## src/rtl/trap_ctrl_pkg.sv

```systemverilog
// Shared definitions for the trap/interrupt sequencer.
//   - mcause codes for the three machine interrupts
//   - bit positions of the interrupt lines inside mie/mip style vectors
//   - sequencer state encoding and arbitration result encoding
//   - irq_cause(): fixed-priority interrupt selection (MEI > MSI > MTI)
package trap_ctrl_pkg;

  localparam int unsigned XLEN = 32;

  // mcause values: interrupt bit (31) set, exception code in the low bits.
  localparam logic [XLEN-1:0] CAUSE_MSI = 32'h8000_0003;
  localparam logic [XLEN-1:0] CAUSE_MTI = 32'h8000_0007;
  localparam logic [XLEN-1:0] CAUSE_MEI = 32'h8000_000B;

  // Bit positions inside the 3-bit {meip,mtip,msip} / {meie,mtie,msie} vectors.
  localparam int unsigned IRQ_W   = 3;
  localparam int unsigned IRQ_MSI = 0;
  localparam int unsigned IRQ_MTI = 1;
  localparam int unsigned IRQ_MEI = 2;

  // mepc must be 4-byte aligned; the saved PC has its two low bits cleared.
  localparam logic [XLEN-1:0] TRAP_PC_MASK = 32'hFFFF_FFFC;

  // Sequencer states.
  typedef enum logic [1:0] {
    ST_IDLE   = 2'd0,
    ST_TRAP   = 2'd1,
    ST_REDIR  = 2'd2,
    ST_MRET_R = 2'd3
  } trap_state_e;

  // Winner of the boundary arbitration.
  typedef enum logic [1:0] {
    EV_NONE = 2'd0,
    EV_EXC  = 2'd1,
    EV_MRET = 2'd2,
    EV_INT  = 2'd3
  } trap_event_e;

  // Highest-priority enabled interrupt cause; zero when nothing is pending.
  function automatic logic [XLEN-1:0] irq_cause(input logic [IRQ_W-1:0] pend);
    if (pend[IRQ_MEI]) begin
      return CAUSE_MEI;
    end else if (pend[IRQ_MSI]) begin
      return CAUSE_MSI;
    end else if (pend[IRQ_MTI]) begin
      return CAUSE_MTI;
    end
    return '0;
  endfunction

endpackage

```

## src/rtl/trap_ctrl_irq_sync.sv

```systemverilog
// Single-bit multi-flop synchroniser for a level-sensitive interrupt line.
// Ports:
//   clk_i  in  core clock
//   rst_i  in  synchronous active-high reset (clears every stage)
//   d_i    in  asynchronous level input
//   q_o    out synchronised level, STAGES cycles behind d_i
module trap_ctrl_irq_sync #(
  parameter int unsigned STAGES = 2
) (
  input  logic clk_i,
  input  logic rst_i,
  input  logic d_i,
  output logic q_o
);

  logic [STAGES-1:0] sync_q;
  logic [STAGES-1:0] sync_d;

  // Shift toward the MSB; the MSB is the settled output.
  assign sync_d = {sync_q[STAGES-2:0], d_i};

  always_ff @(posedge clk_i) begin
    if (rst_i) begin
      sync_q <= '0;
    end else begin
      sync_q <= sync_d;
    end
  end

  assign q_o = sync_q[STAGES-1];

endmodule

```

## src/rtl/trap_ctrl.sv

```systemverilog
// Trap/interrupt sequencer sitting between the EX stage and the CSR file.
// At an EX instruction boundary it picks the highest-priority event
// (exception > MRET > MEI > MSI > MTI), kills the EX instruction for
// traps, pulses trap entry to the CSR file, then flushes the pipe and
// redirects fetch. It also synchronises the interrupt lines and exports
// them as mip for CSR reads.
//
// Handshake: there is no ready on either side. trap_valid and
// redirect_valid are single-cycle pulses that the CSR file and fetch unit
// must consume in the cycle they are high; trap_pc/trap_cause and
// redirect_pc are meaningful only while the matching valid is high and are
// zero otherwise. busy stays high for every non-IDLE cycle so the front
// end holds.
//
// Ports:
//   clk, rst              clock, synchronous active-high reset
//   ex_inst_valid         EX holds a real instruction
//   ex_stall              EX stalled, no boundary this cycle
//   ex_pc                 PC of the EX instruction
//   ex_exc_valid/_cause   synchronous exception from EX and its mcause
//   ex_mret               EX instruction is MRET
//   irq_soft/timer/ext    level interrupt lines (async unless IRQ_SYNC=0)
//   csr_mstatus_mie       global interrupt enable
//   csr_mie               {meie,mtie,msie}
//   csr_trap_vector       mtvec base
//   csr_mepc              current mepc (MRET target)
//   ex_kill               kill the EX instruction (combinational, accept cycle)
//   trap_valid/pc/cause   trap-entry pulse to the CSR file
//   flush                 flush IF/ID/EX
//   redirect_valid/pc     fetch redirect
//   busy                  sequencer not IDLE
//   mip                   synchronised {meip,mtip,msip}
//   dbg_state             current sequencer state
module trap_ctrl
  import trap_ctrl_pkg::*;
#(
  parameter int unsigned SYNC_STAGES = 2,
  parameter bit          IRQ_SYNC    = 1'b1
) (
  input  logic              clk,
  input  logic              rst,
  input  logic              ex_inst_valid,
  input  logic              ex_stall,
  input  logic [XLEN-1:0]   ex_pc,
  input  logic              ex_exc_valid,
  input  logic [XLEN-1:0]   ex_exc_cause,
  input  logic              ex_mret,
  input  logic              irq_soft,
  input  logic              irq_timer,
  input  logic              irq_ext,
  input  logic              csr_mstatus_mie,
  input  logic [IRQ_W-1:0]  csr_mie,
  input  logic [XLEN-1:0]   csr_trap_vector,
  input  logic [XLEN-1:0]   csr_mepc,
  output logic              ex_kill,
  output logic              trap_valid,
  output logic [XLEN-1:0]   trap_pc,
  output logic [XLEN-1:0]   trap_cause,
  output logic              flush,
  output logic              redirect_valid,
  output logic [XLEN-1:0]   redirect_pc,
  output logic              busy,
  output logic [IRQ_W-1:0]  mip,
  output trap_state_e       dbg_state
);

  // ---------------------------------------------------------------------
  // Interrupt line synchronisation
  // ---------------------------------------------------------------------
  logic [IRQ_W-1:0] irq_raw;
  logic [IRQ_W-1:0] mip_w;

  assign irq_raw = {irq_ext, irq_timer, irq_soft};

  if (IRQ_SYNC) begin : g_sync
    for (genvar i = 0; i < IRQ_W; i++) begin : g_line
      trap_ctrl_irq_sync #(
        .STAGES (SYNC_STAGES)
      ) u_sync (
        .clk_i (clk),
        .rst_i (rst),
        .d_i   (irq_raw[i]),
        .q_o   (mip_w[i])
      );
    end
  end else begin : g_bypass
    assign mip_w = irq_raw;
  end

  assign mip = mip_w;

  // ---------------------------------------------------------------------
  // State and capture registers
  // ---------------------------------------------------------------------
  trap_state_e      state_q, state_d;
  logic [XLEN-1:0]  pc_q, pc_d;
  logic [XLEN-1:0]  cause_q, cause_d;

  assign dbg_state = state_q;

  // ---------------------------------------------------------------------
  // Boundary arbiter
  // ---------------------------------------------------------------------
  logic             boundary;
  logic [IRQ_W-1:0] int_pend;
  trap_event_e      ev;
  logic [XLEN-1:0]  ev_cause;

  // Decisions are only taken in IDLE on a real, unstalled instruction, so a
  // bubble or a stall simply defers everything to a later cycle.
  assign boundary = (state_q == ST_IDLE) && ex_inst_valid && !ex_stall;
  assign int_pend = mip_w & csr_mie & {IRQ_W{csr_mstatus_mie}};

  always_comb begin
    ev       = EV_NONE;
    ev_cause = '0;
    if (boundary) begin
      if (ex_exc_valid) begin
        ev       = EV_EXC;
        ev_cause = ex_exc_cause;
      end else if (ex_mret) begin
        ev       = EV_MRET;
      end else if (|int_pend) begin
        ev       = EV_INT;
        ev_cause = irq_cause(int_pend);
      end
    end
  end

  // ---------------------------------------------------------------------
  // Sequencer: next state, capture and outputs
  // ---------------------------------------------------------------------
  always_comb begin
    state_d        = state_q;
    pc_d           = pc_q;
    cause_d        = cause_q;
    ex_kill        = 1'b0;
    trap_valid     = 1'b0;
    trap_pc        = '0;
    trap_cause     = '0;
    flush          = 1'b0;
    redirect_valid = 1'b0;
    redirect_pc    = '0;
    busy           = 1'b0;

    unique case (state_q)
      ST_IDLE: begin
        unique case (ev)
          EV_EXC, EV_INT: begin
            ex_kill = 1'b1;
            pc_d    = ex_pc;
            cause_d = ev_cause;
            state_d = ST_TRAP;
          end
          // MRET must still retire into the CSR file, so it is not killed
          // and nothing is captured.
          EV_MRET: begin
            state_d = ST_MRET_R;
          end
          default: begin
            state_d = ST_IDLE;
          end
        endcase
      end

      ST_TRAP: begin
        trap_valid = 1'b1;
        trap_pc    = pc_q & TRAP_PC_MASK;
        trap_cause = cause_q;
        flush      = 1'b1;
        busy       = 1'b1;
        state_d    = ST_REDIR;
      end

      ST_REDIR: begin
        redirect_valid = 1'b1;
        redirect_pc    = csr_trap_vector;
        flush          = 1'b1;
        busy           = 1'b1;
        state_d        = ST_IDLE;
      end

      ST_MRET_R: begin
        redirect_valid = 1'b1;
        redirect_pc    = csr_mepc;
        flush          = 1'b1;
        busy           = 1'b1;
        state_d        = ST_IDLE;
      end

      default: begin
        state_d = ST_IDLE;
      end
    endcase

    // A reset cycle drives nothing: a sequence interrupted by reset never
    // shows a partial trap entry or redirect.
    if (rst) begin
      ex_kill        = 1'b0;
      trap_valid     = 1'b0;
      trap_pc        = '0;
      trap_cause     = '0;
      flush          = 1'b0;
      redirect_valid = 1'b0;
      redirect_pc    = '0;
      busy           = 1'b0;
    end
  end

  always_ff @(posedge clk) begin
    if (rst) begin
      state_q <= ST_IDLE;
      pc_q    <= '0;
      cause_q <= '0;
    end else begin
      state_q <= state_d;
      pc_q    <= pc_d;
      cause_q <= cause_d;
    end
  end

endmodule
```

## config.mk

```make
export PLATFORM = sky130hd
export DESIGN_NAME = trap_ctrl
export DESIGN_NICKNAME = d
export VERILOG_FILES = /design/src/rtl/trap_ctrl_pkg.sv /design/src/rtl/trap_ctrl_irq_sync.sv /design/src/rtl/trap_ctrl.sv
export SDC_FILE = /design/constraint.sdc
export NUM_CORES = 1
export LEC_CHECK = 0
export BUFFER_PORTS_ARGS = -buffer_cell sky130_fd_sc_hd__buf_2
export CAP_MARGIN = 5
export CELL_PAD_IN_SITES_DETAIL_PLACEMENT = 0
export CELL_PAD_IN_SITES_GLOBAL_PLACEMENT = 1
export CORE_ASPECT_RATIO = 0.5
export CORE_MARGIN = 2
export CORE_UTILIZATION = 29
export CTS_CLUSTER_SIZE = 20
export DETAILED_ROUTE_END_ITERATION = 12
export PLACE_DENSITY_LB_ADDON = 0.1
export SETUP_SLACK_MARGIN = 0.15
export SLEW_MARGIN = 30
export SYNTH_ARGS = -nofsm -noshare
export SYNTH_HDL_FRONTEND = slang
export SYNTH_SLANG_ARGS = --single-unit
```

## constraint.sdc

```tcl
create_clock -name clk -period 4.5 [get_ports clk]
set_clock_uncertainty 0.05 [all_clocks]
set_input_delay 0.225 -clock clk [delete_from_list [all_inputs] [get_ports clk]]
set_output_delay 0.225 -clock clk [all_outputs]
set_load 0.1 [all_outputs]
```

Word-level counts from Yosys, hierarchy flattened

Cells that the tools add are included.

Flip-flop bits (word level): 72
Bits of input ports: 141
Word-level logic and storage cells: 59

Equality and inequality tests: 6
Muxes and demuxes: 36
Bitwise operators: 2
Reductions and logical operators: 9

Operators with widths:

| cell                                           | count |
|---|---|
| 2-to-1 mux 32 bit                              | 13 |
| case mux 32 bit (2 select lines)               | 1 |
| 2-to-1 mux 1 bit                               | 16 |
| == test 2 bit (second input constant)          | 4 |
| 2-to-1 mux 2 bit                               | 4 |
| bitwise AND 3 bit                              | 2 |
| case mux 2 bit (3 select lines)                | 1 |
| OR reduction 3 bit                             | 2 |
| == test 2 x 1 -> 1 bit (second input constant) | 2 |
| case mux 2 bit (2 select lines)                | 1 |
| OR reduction 2 bit                             | 2 |
| logical AND 1 bit                              | 2 |
| logical NOT 2 bit                              | 1 |
| AND reduction 2 bit                            | 1 |
| logical NOT 1 bit                              | 1 |

Depth between registers and ports, before layout

Word-level depth: 14
Gate-level depth with buffers: 6
Depth with buffers taken out: 4

Hierarchy

From an unflattened synthesis, not the netlist that was laid out.

Cell total of the unflattened synthesis: 393
Area total of the unflattened synthesis: 3283.1 um^2

Modules (own cells, without submodules):

| module             | instances | cells an instance | area an instance (um^2) | sequential area each (um^2) |
|---|---|---|---|---|
| trap_ctrl          | 1         | 381               | 3125.5                  | 1281.2 |
| trap_ctrl_irq_sync | 3         | 4                 | 52.6                    | 40.0 |

Least setup slack after synthesis

Ideal clock, no wire load.

Path kind: register -> output
Start: register state_q[0] (netlist: dbg_state[0])
End: output port trap_pc[22]
Arrival time: 3693 ps
Setup slack: 532 ps
Cell stages (with the launch flop): 5
Path through: dfxtp_1 buf_2 nor3b_1 clkbuf_1 and2_1

Cells in the longest elaborated chain, start to end: 3

RTL lines:

| what                   | line             | RTL |
|---|---|---|
| start, declared        | trap_ctrl.sv:95  | `trap_state_e state_q, state_d;` |
| start signal, assigned | trap_ctrl.sv:216 | `state_q <= state_d;` |
| == test 2 x 1 -> 1 bit | trap_ctrl.sv:146 | `unique case (state_q)` |
| 2-to-1 mux 32 bit      | trap_ctrl.sv:146 |  |
| 2-to-1 mux 32 bit      | trap_ctrl.sv:198 | `if (rst) begin` |
| end, declared          | trap_ctrl.sv:57  | `output logic [XLEN-1:0] trap_pc,` |

No other way between the ends.

Worst setup path in the final report

Start: register state_q[0] (netlist: dbg_state[0])
End: output port trap_cause[2]

Cells in the longest elaborated chain, start to end: 3

RTL lines:

| what                   | line             | RTL |
|---|---|---|
| == test 2 x 1 -> 1 bit | trap_ctrl.sv:146 |  |
| 2-to-1 mux 32 bit      | trap_ctrl.sv:146 |  |
| 2-to-1 mux 32 bit      | trap_ctrl.sv:198 |  |
| end, declared          | trap_ctrl.sv:58  | `output logic [XLEN-1:0] trap_cause,` |

No other way between the ends.

==> impl_results.md <==
* TritonCTS clock tree: done
* Fmax at 370.9 MHz
* Tmin final at 2696 ps
* Top-level I/O count at 247
* RR Startpoint: dbg_state[0]$_SDFF_PP0_
* Vias per cell at 4.359
* Post-Route WL at 10.12 mm
* Largest net degree at the start of global routing at 64
* Antenna violations before repair at 1
* Maximum fanout along the worst path at 63
* Worst VDD drop at 0.1331 mV
* Routability-driven placement congestion ratio at 0.7168
* Setup-failing EPs final at 0
* Max incr delay on CP at 710 ps
* Post-detailed-route wirelength per cell at 13.16 um
* Depth of the worst hold-timing path at 2
* Layout cells sized above 1 at 42.86%
* DRC at 0
* Top post-synthesis cells by count: dfxtp_1 (70), nand2_1 (64), and2_1 (62), nor2_1 (43), mux2i_1 (32)
* Gr usage total at 16.25%
* PwrDens at 318.2 nW/um2
* Clock Latency Late Sink at 330 ps
* Status: finished, final reports clean
* Unrepaired setup endpoints after global routing: no
* Worst setup EP type: primary output
* Full die area at 12,320 um2
* Number of buffers created by CTS at 9
* R2R cell count at 5
* Slew headroom at 55.34%
* Area leader, netlist: dfxtp_1
* Placed cells at 753
* R2R setup slack at 1890 ps
* Post-synth ARST share at 0%
* Initial Util at 29.92%
* Synth area leaders: dfxtp_1 (42%), and2_1 (12%), mux2i_1 (9.7%)
* PortBufs at 242
* Die X at 155.0 um
* Top-count cell post-synth: dfxtp_1
* Rows at 27
* Total grt overflow at 0
* TNS Setup at 0 ps
* Vias in the first global route at 3,196
* Die Y at 79.50 um
* Slew @ Worst Pin at 668.4 ps
* Hold Path Class: input port to flip-flop
* H-tree levels at 3
* Setup Fix Bufs, Post-CTS at 0
* Endpoint, Worst Hold: g_sync.g_line[0].u_sync.sync_q[0]$_SDFF_PP0_
* Post-synth top flop: dfxtp_1
* Placed wire-length estimate at 7.423 mm
* Clk sink count at 70
* Final nets at 760
* Critical path class: flip-flop to primary output
* Drt first pass iters at 5
* Clk pin slew, worst setup/hold paths at 50 ps
* CP max-delay cell: dfxtp_4
* CP arrival at 2420 ps
* Max cap viols at 0
* Synth warnings at 0
* Startpoint types: flip-flop
* CTS root buffer: clkbuf_16
* Final hold violation count at 0
* Count of non-filler cells in the finished layout at 769
* Share of the yosys chip area belonging to registers at 42.39%
* Number of synthesized flops with an enable pin at 0
* Yosys cell types at 28
* Post-CTS Hold Fix Bufs at 0
* P_leak at 2.416 nW
* Total count of max-transition violations in the final report at 0
* Global-route wire length before repair at 15.83 mm
* Synthesized area at 3306 um2
* Reg-to-Reg End: cause_q[9]$_SDFFE_PP0P_
* Crit-path cells: nor3b_2, buf_4, and2_1, buf_2
* Average size of a mapped cell at 8.348 um2
* CP delay by family, top: buffers and inverters
* Resized Gates After CTS at 0
* Clk buf depth at 2
* Core Region at 11,050 um2
* Post-route ant nets at 0
* Required time worst endpoint at 4220 ps
* Number of DRC markers in iteration 0 at 139
* Buf+Inv Stages, Crit Path at 2
* Seq cells post-synth at 70
* Worst Hold Launch: irq_soft
* Fill count at 1,195
* Post-synth top area share at 42.39%
* Vias at 3,352
* Area delta synth->final at 47.16%
* Syn Inst Count at 396
* Period utilisation layout at 59.91%
[routing by layer]
metal	GRT usage, %	share of wire (%)	vias to the layer above
met5	0	0	-
met4	4.722	1.2	0
met3	5.646	7.4	10
met2	28.67	49	117
met1	18.82	43	1471
li1	-	-	1754
[metrics by stage]
stage / instance area, um2 / power [mW] / hold slack [ps] / utilization [%] / worst slack, ps
global route: 4862 / 1.626 / 45.96 / 44.01 / 1585
floorplan: 3309 / 0.8132 / 303.2 / - / 532.1
global placement: 4567 / 0.8927 / 366.5 / 41.34 / 1593
CTS: 4862 / 1.574 / 45.08 / 44.01 / 1734
finish: 4865 / 1.548 / 55.07 / 44.04 / 1804
detailed placement: 4577 / 0.8940 / 373.7 / 41.43 / 1843
[state kept, by name, indices dropped and copies added (netlist names)]
register and cells:
pc_q 30, g_sync.g_line.u_sync.sync_q 6, dbg_state 2, cause_q 32
[layout make-up]
cell class              count  area (um2)  share of cell area, %
clock inverters             3       17.52                 0.3601
flip-flops and latches     70        1405                  28.88
diodes                      1       2.502                0.05144
repair buffers            246        1241                  25.51
multi-input cells         290        1742                  35.80
clock buffers              12       267.8                  5.504
well taps                 145       181.4                  3.729
inverters                   2       7.507                 0.1543
[cells in the final DEF (no fill, tap or decap)]
| cell | n |
|---|---|
| a211oi_1 | 3 |
| a21oi_1 | 31 |
| a221o_1 | 1 |
| a221oi_4 | 1 |
| a22o_1 | 27 |
| a22oi_1 | 1 |
| a31oi_1 | 1 |
| and2_1 | 62 |
| buf_2 | 242 |
| buf_4 | 4 |
| clkbuf_1 | 1 |
| clkbuf_16 | 10 |
| clkbuf_8 | 1 |
| clkinv_2 | 2 |
| clkinvlp_4 | 1 |
| conb_1 | 2 |
| dfxtp_1 | 69 |
| dfxtp_4 | 1 |
| diode_2 | 1 |
| inv_1 | 2 |
| mux2i_1 | 32 |
| nand2_1 | 64 |
| nand2b_1 | 1 |
| nand2b_2 | 1 |
| nor2_1 | 43 |
| nor2_4 | 2 |
| nor2b_1 | 6 |
| nor3_1 | 6 |
| nor3b_2 | 1 |
| nor4b_1 | 2 |
| o21ai_0 | 1 |
| or3_1 | 1 |
| or4b_4 | 1 |
[report_power, final]
group	leakage [nW]	internal (mW)	total [mW]	switching, mW
sequential	0.570	0.642	0.657	0.0150
clock	0.140	0.416	0.670	0.253
combinational	1.71	0.0826	0.221	0.138
total	2.42	1.14	1.55	0.407
[how the worst max path moves through the flow]
stage	start	endpoint	slack, ps	depth (start not counted)
3_5_place_dp	dbg_state[0]$_SDFF_PP0_	cause_q[11]$_SDFFE_PP0P_	1840	5
5_1_grt	dbg_state[0]$_SDFF_PP0_	trap_pc[19]	1580	4
6_report	dbg_state[0]$_SDFF_PP0_	trap_cause[2]	1800	4
4_1_cts	dbg_state[0]$_SDFF_PP0_	trap_cause[2]	1730	4
2_1_floorplan	dbg_state[0]$_SDFF_PP0_	trap_pc[22]	530	4
3_3_place_gp	dbg_state[0]$_SDFF_PP0_	cause_q[6]$_SDFFE_PP0P_	1590	4
[cell families (layout without fill, tap and decap cells)]
logic type / Yosys count / count (layout) / synth area share (%)
AO/OA/AOI/OAI: 66 / 66 / 14.19
buffers and inverters: 37 / 263 / 5.412
flip-flops: 70 / 70 / 42.39
multiplexers: 32 / 32 / 9.690
other: 1 / 3 / 0.1134
AND/OR/NAND/NOR: 190 / 190 / 28.20
No activity file was read; power rests on OpenSTA's default activity.
